===== config.mk =====
export PLATFORM = sky130hd
export DESIGN_NAME = imem_loader
export DESIGN_NICKNAME = d
export VERILOG_FILES = /design/src/rtl/imem_loader_pkg.sv /design/src/rtl/imem_loader_byte_packer.sv /design/src/rtl/imem_loader.sv
export SDC_FILE = /design/constraint.sdc
export NUM_CORES = 1
export LEC_CHECK = 0
export CORE_ASPECT_RATIO = 1.75
export CORE_MARGIN = 2
export CORE_UTILIZATION = 45
export CTS_CLUSTER_DIAMETER = 120
export DETAILED_ROUTE_END_ITERATION = 6
export GPL_ROUTABILITY_DRIVEN = 0
export PLACE_DENSITY = 0.84
export SYNTH_ARGS = -nofsm -noshare
export SYNTH_HDL_FRONTEND = slang
export SYNTH_SLANG_ARGS = --single-unit

===== constraint.sdc =====
create_clock -name clk -period 1.95 [get_ports clk]
set_clock_uncertainty 0.05 [all_clocks]
set_input_delay 0.39 -clock clk [delete_from_list [all_inputs] [get_ports clk]]
set_output_delay 0.39 -clock clk [all_outputs]
set_load 0.05 [all_outputs]

===== src/rtl/imem_loader_pkg.sv =====
// rtl/imem_loader_pkg.sv - shared types and constants for the instruction-memory loader
package imem_loader_pkg;

  // Loader control states
  typedef enum logic [1:0] {
    IDLE  = 2'd0,
    LOAD  = 2'd1,
    WRITE = 2'd2,
    DONE  = 2'd3
  } state_t;

  localparam int BYTES_PER_WORD    = 4;
  localparam int LANE_IDX_W        = $clog2(BYTES_PER_WORD);
  localparam int DEFAULT_ADDR_W    = 5;
  localparam int DEFAULT_MAX_WORDS = 32;

  localparam logic [LANE_IDX_W-1:0] LAST_LANE = LANE_IDX_W'(BYTES_PER_WORD - 1);

endpackage


===== src/rtl/imem_loader_byte_packer.sv =====
// rtl/imem_loader_byte_packer.sv - packs little-endian stream bytes into 32-bit words
module byte_packer
  import imem_loader_pkg::*;
(
  input  logic                  clk,
  input  logic                  rst,
  input  logic                  clear,
  input  logic                  take,
  input  logic [7:0]            data,
  input  logic                  last,
  output logic [31:0]           word_next,
  output logic [LANE_IDX_W-1:0] byte_idx,
  output logic                  word_full
);

  logic [31:0] lanes;

  // Word as it looks once the current byte lands; lane 0 starts a fresh word so upper lanes read zero
  always_comb begin
    word_next = lanes;
    if (byte_idx == '0) begin
      word_next = '0;
    end
    word_next[{byte_idx, 3'b000} +: 8] = data;
    word_full = take && ((byte_idx == LAST_LANE) || last);
  end

  // Lane storage and lane pointer; pointer wraps after a full or terminated word
  always_ff @(posedge clk) begin
    if (rst || clear) begin
      lanes    <= '0;
      byte_idx <= '0;
    end else if (take) begin
      lanes    <= word_next;
      byte_idx <= word_full ? '0 : byte_idx + LANE_IDX_W'(1);
    end
  end

endmodule


===== src/rtl/imem_loader.sv =====
// rtl/imem_loader.sv - byte-stream program loader for instruction memory (option: IMEM_LOADER_CHECKSUM_EN)
module imem_loader
  import imem_loader_pkg::*;
#(
  parameter int ADDR_W    = DEFAULT_ADDR_W,
  parameter int MAX_WORDS = DEFAULT_MAX_WORDS
) (
  input  logic              clk,
  input  logic              rst,
  input  logic              start,
  input  logic              in_valid,
  input  logic [7:0]        in_data,
  input  logic              in_last,
  output logic              in_ready,
  output logic              wr_en,
  output logic [ADDR_W-1:0] wr_addr,
  output logic [31:0]       wr_data,
  output logic [ADDR_W:0]   word_count,
  output logic              done,
  output logic              core_stall,
  output logic              err_align,
  output logic              err_overflow,
  output logic [31:0]       checksum
);

  localparam logic [ADDR_W:0] MAX_CNT = (ADDR_W + 1)'(MAX_WORDS);

  state_t                state;
  logic                  word_last;
  logic                  take;
  logic                  restart;
  logic [31:0]           word_next;
  logic [LANE_IDX_W-1:0] byte_idx;
  logic                  word_full;

  assign take    = in_valid && in_ready;
  assign restart = start && ((state == IDLE) || (state == DONE));

  byte_packer u_packer (
    .clk       (clk),
    .rst       (rst),
    .clear     (restart),
    .take      (take),
    .data      (in_data),
    .last      (in_last),
    .word_next (word_next),
    .byte_idx  (byte_idx),
    .word_full (word_full)
  );

  // Loader FSM; every output is registered so it changes together with the state
  always_ff @(posedge clk) begin
    if (rst) begin
      state        <= IDLE;
      in_ready     <= 1'b0;
      wr_en        <= 1'b0;
      wr_addr      <= '0;
      wr_data      <= '0;
      word_count   <= '0;
      done         <= 1'b0;
      core_stall   <= 1'b1;
      err_align    <= 1'b0;
      err_overflow <= 1'b0;
      word_last    <= 1'b0;
    end else begin
      case (state)
        IDLE: begin
          if (start) begin
            state    <= LOAD;
            in_ready <= 1'b1;
          end
        end
        LOAD: begin
          if (word_full) begin
            state     <= WRITE;
            in_ready  <= 1'b0;
            word_last <= in_last;
            if (in_last && (byte_idx != LAST_LANE)) begin
              err_align <= 1'b1;
            end
            if (word_count < MAX_CNT) begin
              wr_en   <= 1'b1;
              wr_addr <= word_count[ADDR_W-1:0];
              wr_data <= word_next;
            end else begin
              err_overflow <= 1'b1;
            end
          end
        end
        WRITE: begin
          wr_en <= 1'b0;
          if (wr_en) begin
            word_count <= word_count + (ADDR_W + 1)'(1);
          end
          if (word_last) begin
            state      <= DONE;
            done       <= 1'b1;
            core_stall <= 1'b0;
          end else begin
            state    <= LOAD;
            in_ready <= 1'b1;
          end
        end
        DONE: begin
          if (start) begin
            state        <= LOAD;
            in_ready     <= 1'b1;
            done         <= 1'b0;
            core_stall   <= 1'b1;
            word_count   <= '0;
            err_align    <= 1'b0;
            err_overflow <= 1'b0;
          end
        end
        default: begin
          state <= IDLE;
        end
      endcase
    end
  end

`ifdef IMEM_LOADER_CHECKSUM_EN
  logic [31:0] checksum_q;

  // Running XOR of committed words, advancing on the same edge as word_count
  always_ff @(posedge clk) begin
    if (rst || restart) begin
      checksum_q <= '0;
    end else if ((state == WRITE) && wr_en) begin
      checksum_q <= checksum_q ^ wr_data;
    end
  end

  assign checksum = checksum_q;
`else
  assign checksum = '0;
`endif

endmodule


Yosys cells after proc, flatten, opt, wreduce, memory -nomap -nowiden --
Cells that the tools add are included.
Cells by class: div/mod/pow operators 0, add/subtract/negate cells 3, reductions and logical operators 22, bitwise logic cells 0, equal/unequal tests 14, muxes and demuxes 28, shift-type cells 2, order comparisons 1, $mul 0
Operator list (number):
- 32-bit bitwise mux | 1
- 32-bit two-way mux | 1
- 8-bit by 7-bit variable shift with 32-bit output (first input constant) | 1
- 8-bit by 7-bit variable part select with 32-bit output | 1
- 2-bit inequality test (second input constant) | 8
- 3-bit AND reduction | 5
- 1-bit two-way mux | 12
- 6-bit two-way mux | 2
- 6-bit one-hot mux with 2 select lines | 1
- 1-bit one-hot mux with 2 select lines | 5
- 2-bit two-way mux | 4
- 4-bit AND reduction | 2
- 5-bit negation with 7-bit output | 1
- 6-bit by 1-bit adder with 6-bit output (second input constant) | 1
- 2-bit equality test (second input constant) | 3
- 6-bit < comparator (second input constant) | 1
- 2-bit one-hot mux with 3 select lines | 1
- 2-bit nonzero test | 3
- 1-bit logical AND | 4
- 2-bit zero test | 2
- 2-bit by 1-bit inequality test with 1-bit output (second input constant) | 2
- 2-bit AND reduction | 2
- 1-bit logical OR | 3
- 1-bit one-hot mux with 3 select lines | 1
- other kinds (3) | 3
Word-level totals: output and inout port bits 81, memories kept 0, bits in latches 0, bits in registers 86, input port bits 13, word-level logic and storage cells 83, memory bits (read-only) 0, bits in writable memories 0

Depth between registers and ports, before layout --
depth in word-level cells 5, depth in mapped cells 9, mapped depth without buffers 6

Cells and area by module --
Synthesis repeated with hierarchy kept, for this count alone.
Unflattened totals: cells, all modules 508, area total of the unflattened synthesis 4136.5 µm²
Modules (own cells, without submodules):
- imem_loader | area an instance 2338.5 µm², cells an instance 300, sequential area each 1041.0 µm², instances 1
- byte_packer | area an instance 1798.0 µm², cells an instance 208, sequential area each 680.7 µm², instances 1

Least setup slack after synthesis --
Ideal clock, no wire load.
path kind register to register, start reg u_packer.byte_idx[0], end reg u_packer.lanes[16], arrival 1849 ps, buffers on the path 3, library setup time 61 ps, path slack -10 ps, required time 1839 ps, period minus slack after synthesis 1960 ps, cell stages (with the launch flop) 10, cell sequence dfxtp_1 -> inv_1 -> ha_1 -> buf_6 -> nor2_4 -> and4_4 -> buf_6 -> and2_4 -> buf_6 -> a32o_1
On the way: longest elaborated chain between the ends 3, elaborated cells between the ends (all ways) 6, classes of those cells add/sub (1); shift (2); mux (2); reduce/logical (1)
Ends and longest elaborated chain:
- start: declaration | RTL line imem_loader_byte_packer.sv:12 | output logic [LANE_IDX_W-1:0] byte_idx,
- start signal: assignment | RTL line imem_loader_byte_packer.sv:35 | byte_idx <= word_full ? '0 : byte_idx + LANE_IDX_W'(1);
- 5-bit negation with 7-bit output / 2-bit zero test (equally long branches) | RTL line imem_loader_byte_packer.sv:24, imem_loader_byte_packer.sv:21
- 8-bit by 7-bit variable part select with 32-bit output (tied with other cells) | RTL line imem_loader_byte_packer.sv:24 | word_next[{byte_idx, 3'b000} +: 8] = data;
- 32-bit bitwise mux * | RTL line imem_loader_byte_packer.sv:24
- end signal: assignment | RTL line imem_loader_byte_packer.sv:34 | lanes <= word_next;
- end: declaration | RTL line imem_loader_byte_packer.sv:16 | logic [31:0] lanes;
Mark *: on every way between the ends. The rest lies on a longest branch, timed or not. A chain may end at the register's enable or synchronous reset.

Worst setup path in the final report --
start reg u_packer.byte_idx[0], end reg wr_data[13]
On the way: longest elaborated chain between the ends 4, elaborated cells between the ends (all ways) 10, classes of those cells add/sub (1); eq/ne (1); shift (2); mux (2); reduce/logical (4)
Ends and longest elaborated chain:
- parallel branches: the longest is 4 deep, another holds 5-bit negation with 7-bit output
- end signal: assignment | RTL line imem_loader.sv:84 | wr_data <= word_next;
- end: declaration | RTL line imem_loader.sv:17 | output logic [31:0] wr_data,
Parallel ways; which one is timed is not known.

==> flow_metrics.tcl <==
set metrics [dict create \
    drt_pass1_iterations 7 \
    fp-row-count 45 \
    leakage_uw 0.00201 \
    grt_pass1_wl_um 16200 \
    cpPeakStageDelay_ns 0.36 \
    end_kind "flip-flop" \
    io_buffers 61 \
    yosys_warnings 0 \
    synth_top_area_share_pct 43.8 \
    utilization_pct 56.9 \
    die_w_um 74.6 \
    drtIter0Drc 308 \
    fmax_ghz 0.540 \
    slew_headroom_pct 57.0 \
    cts.sinks 86 \
    syn_inst 450 \
    ioPinCount 94 \
    worst_slew_pin_slew_ns 0.641 \
    synthArstFlopShare_pct 0 \
    dp_hpwl_um 7380 \
    arrival_ns 2.02 \
    start_kind "flip-flop" \
    post_route_cells_drive_above_1_share_pct 21.1 \
    vdd_drop_max_uv 548 \
    max_cap_violations 0 \
    drt-total-wl_um 10000 \
    worst-setup-path-type "reg -> reg" \
    ys_seq_elements 86 \
    period_minus_slack_ns 1.85 \
    powerDensity_mw_per_mm2 1070 \
    dp_cells 631 \
    wl_per_cell_um 15.5 \
    drc 0 \
    ant_nets 0 \
    clkSlewWorstSetupHoldPaths_ns 0.06 \
    syn-cell-area_mm2 0.00393 \
    synth-edff-count 0 \
    grt_max_degree 25 \
    setup_tns_ns 0 \
    period_share_pct 95.0 \
    via_per_inst 5.49 \
    outcome "finished, final reports clean" \
    start_util_pct 45.9 \
    grt_pass1_vias 3456 \
    htree_levels 3 \
    cpLargestDelayFamily "simple AND/OR/NAND/NOR gates" \
    die-area_mm2 0.00952 \
    root_buffer "clkbuf_16" \
    hold_viol 0 \
    hp-class "reg -> reg" \
    antenna_found_initial 0 \
    synth.distinct_cells 51 \
    yosys.area.top_type "dfxtp_1" \
    final-max-slew-violation-count 0 \
    cp_num_buf_inv 2 \
    netlist_top_cells_area "dfxtp_1 (44%), nor2_1 (8.7%), buf_4 (7.1%)" \
    cts_tree "built" \
    track_usage_pct 22.1 \
    clk_latency_ns 0.34 \
    cts_buffers 9 \
    die-height_um 128 \
    setup_viol 0 \
    final_cell_mix "nor2_1 (90), dfxtp_1 (86), buf_4 (76), nor3_1 (32), conb_1 (32)" \
    cp_cell_sequence "inv_2 -> ha_1 -> buf_4 -> nand3b_1 -> nor2_4 -> a221oi_1 -> nor3_1" \
    via_count 3551 \
    hold_ws_ns 0.412 \
    synth-main-ff-cell "dfxtp_1" \
    grt_overflow 0 \
    final_common_cell "nor2_1" \
    cts_buffer_depth 2 \
    syn_to_final_growth_pct 24.0 \
    antenna_cells 0 \
    worstPathMaxFanout 8 \
    ys_seq_area_share_pct 43.8 \
    syn_area_per_cell_um2 8.73 \
    core_area_mm2 0.00856 \
    instances_no_fill 647 \
    worstPathRequired_ns 2.12 \
    num-nets-final 549 \
    rsz0062_at_grt "false" \
    cp_slowest_cell "dfxtp_1" \
]
-- logic make-up after synthesis --
| kind of cell | synth area share (%) |
|---|---|
| xor gates and xnor gates | 0.892 |
| DFF | 43.8 |
| muxes | 0.764 |
| AOI/OAI and AO/OA | 19.4 |
| buffers and inverters | 11.1 |
| other | 0.0954 |
| adders and majority gates | 3.50 |
| and+or+nand+nor | 20.4 |
-- tightest hold or removal path, stage by stage, from the launching register on --
cell,delay (ns)
dfxtp_1,0.31
nand2_1,0.05
a21oi_1,0.05
-- routing by layer --
layer	vias to the layer above	track usage, %	share of wire, %	wire length, um
li1	1684	-	-	-
met1	1690	23.0	36	3570
met2	151	39.5	56	5580
met3	26	4.57	5.5	556
met4	0	12.4	3.3	336
met5	-	0	0	0
-- final cells by class --
class,instances,area [um2]
clock buffers,9,225
clock inverters,7,72.6
fillers,769,3690
inverters,7,26.3
multi-input cells,327,1930
flip-flops and latches,86,1720
well taps,117,146
repair buffers,94,754
-- synth_stat cells, types with 3 or more instances --
cell,instances
inv_1,7
nand2_1,21
a22oi_1,15
dfxtp_1,86
a211oi_1,5
mux2i_1,3
a32o_1,7
ha_1,11
nand2b_1,3
a221oi_1,23
nor3_1,33
nand3_1,4
o21ai_0,12
xnor2_1,4
nor2_1,91
nor2b_1,4
a21oi_1,19
buf_4,37
a22o_1,8
buf_6,4
buf_2,9
clkbuf_1,8
-- state kept, by name, summed over array words and instances, names as in the netlist --
signal	count
err_overflow	1
wr_addr	5
in_ready	1
wr_data	32
u_packer.lanes	32
word_last	1
word_count	6
u_packer.byte_idx	2
state	2
core_stall	1
wr_en	1
err_align	1
done	1
-- metrics by stage --
| step | area (um2) | setup slack [ns] | total power [uW] |
|---|---|---|---|
| floorplan | 4050 | 0.0490 | 3130 |
| global placement | 4540 | 0.00205 | 3460 |
| detailed placement | 4540 | -0.0441 | 3510 |
| CTS | 4830 | 0.0480 | 5210 |
| global route | 4870 | 0.0107 | 5450 |
| finish | 4870 | 0.0972 | 5210 |
-- path summary, 6_finish.rpt --
kind | endpoint | cells past startpoint | from | slack [ns]
worst max-delay path | wr_data[13]$_SDFFE_PP0P_ | 7 | u_packer.byte_idx[0]$_SDFFE_PP0P_ | 0.1
worst min-delay path | wr_addr[1]$_SDFFE_PP0P_ | 2 | wr_addr[1]$_SDFFE_PP0P_ | 0.41
worst max register to register | wr_data[13]$_SDFFE_PP0P_ | 7 | u_packer.byte_idx[0]$_SDFFE_PP0P_ | 0.1
worst min register to register | wr_addr[1]$_SDFFE_PP0P_ | 2 | wr_addr[1]$_SDFFE_PP0P_ | 0.41
-- power by group --
group          total (uW)  internal, uW  switching (uW)
clock                1710           996             712
combinational        1520           484            1040
sequential           1980          1890            92.9
-- repair_timing --
action | in CTS | in global routing
endpoints found under the setup margin | 5 | 18
hold endpoints to repair | 0 | 0
setup buffers | 0 | 0
hold buffers | 0 | 0
gates resized for setup | 5 | 11
(Power assumes the default switching activity.)
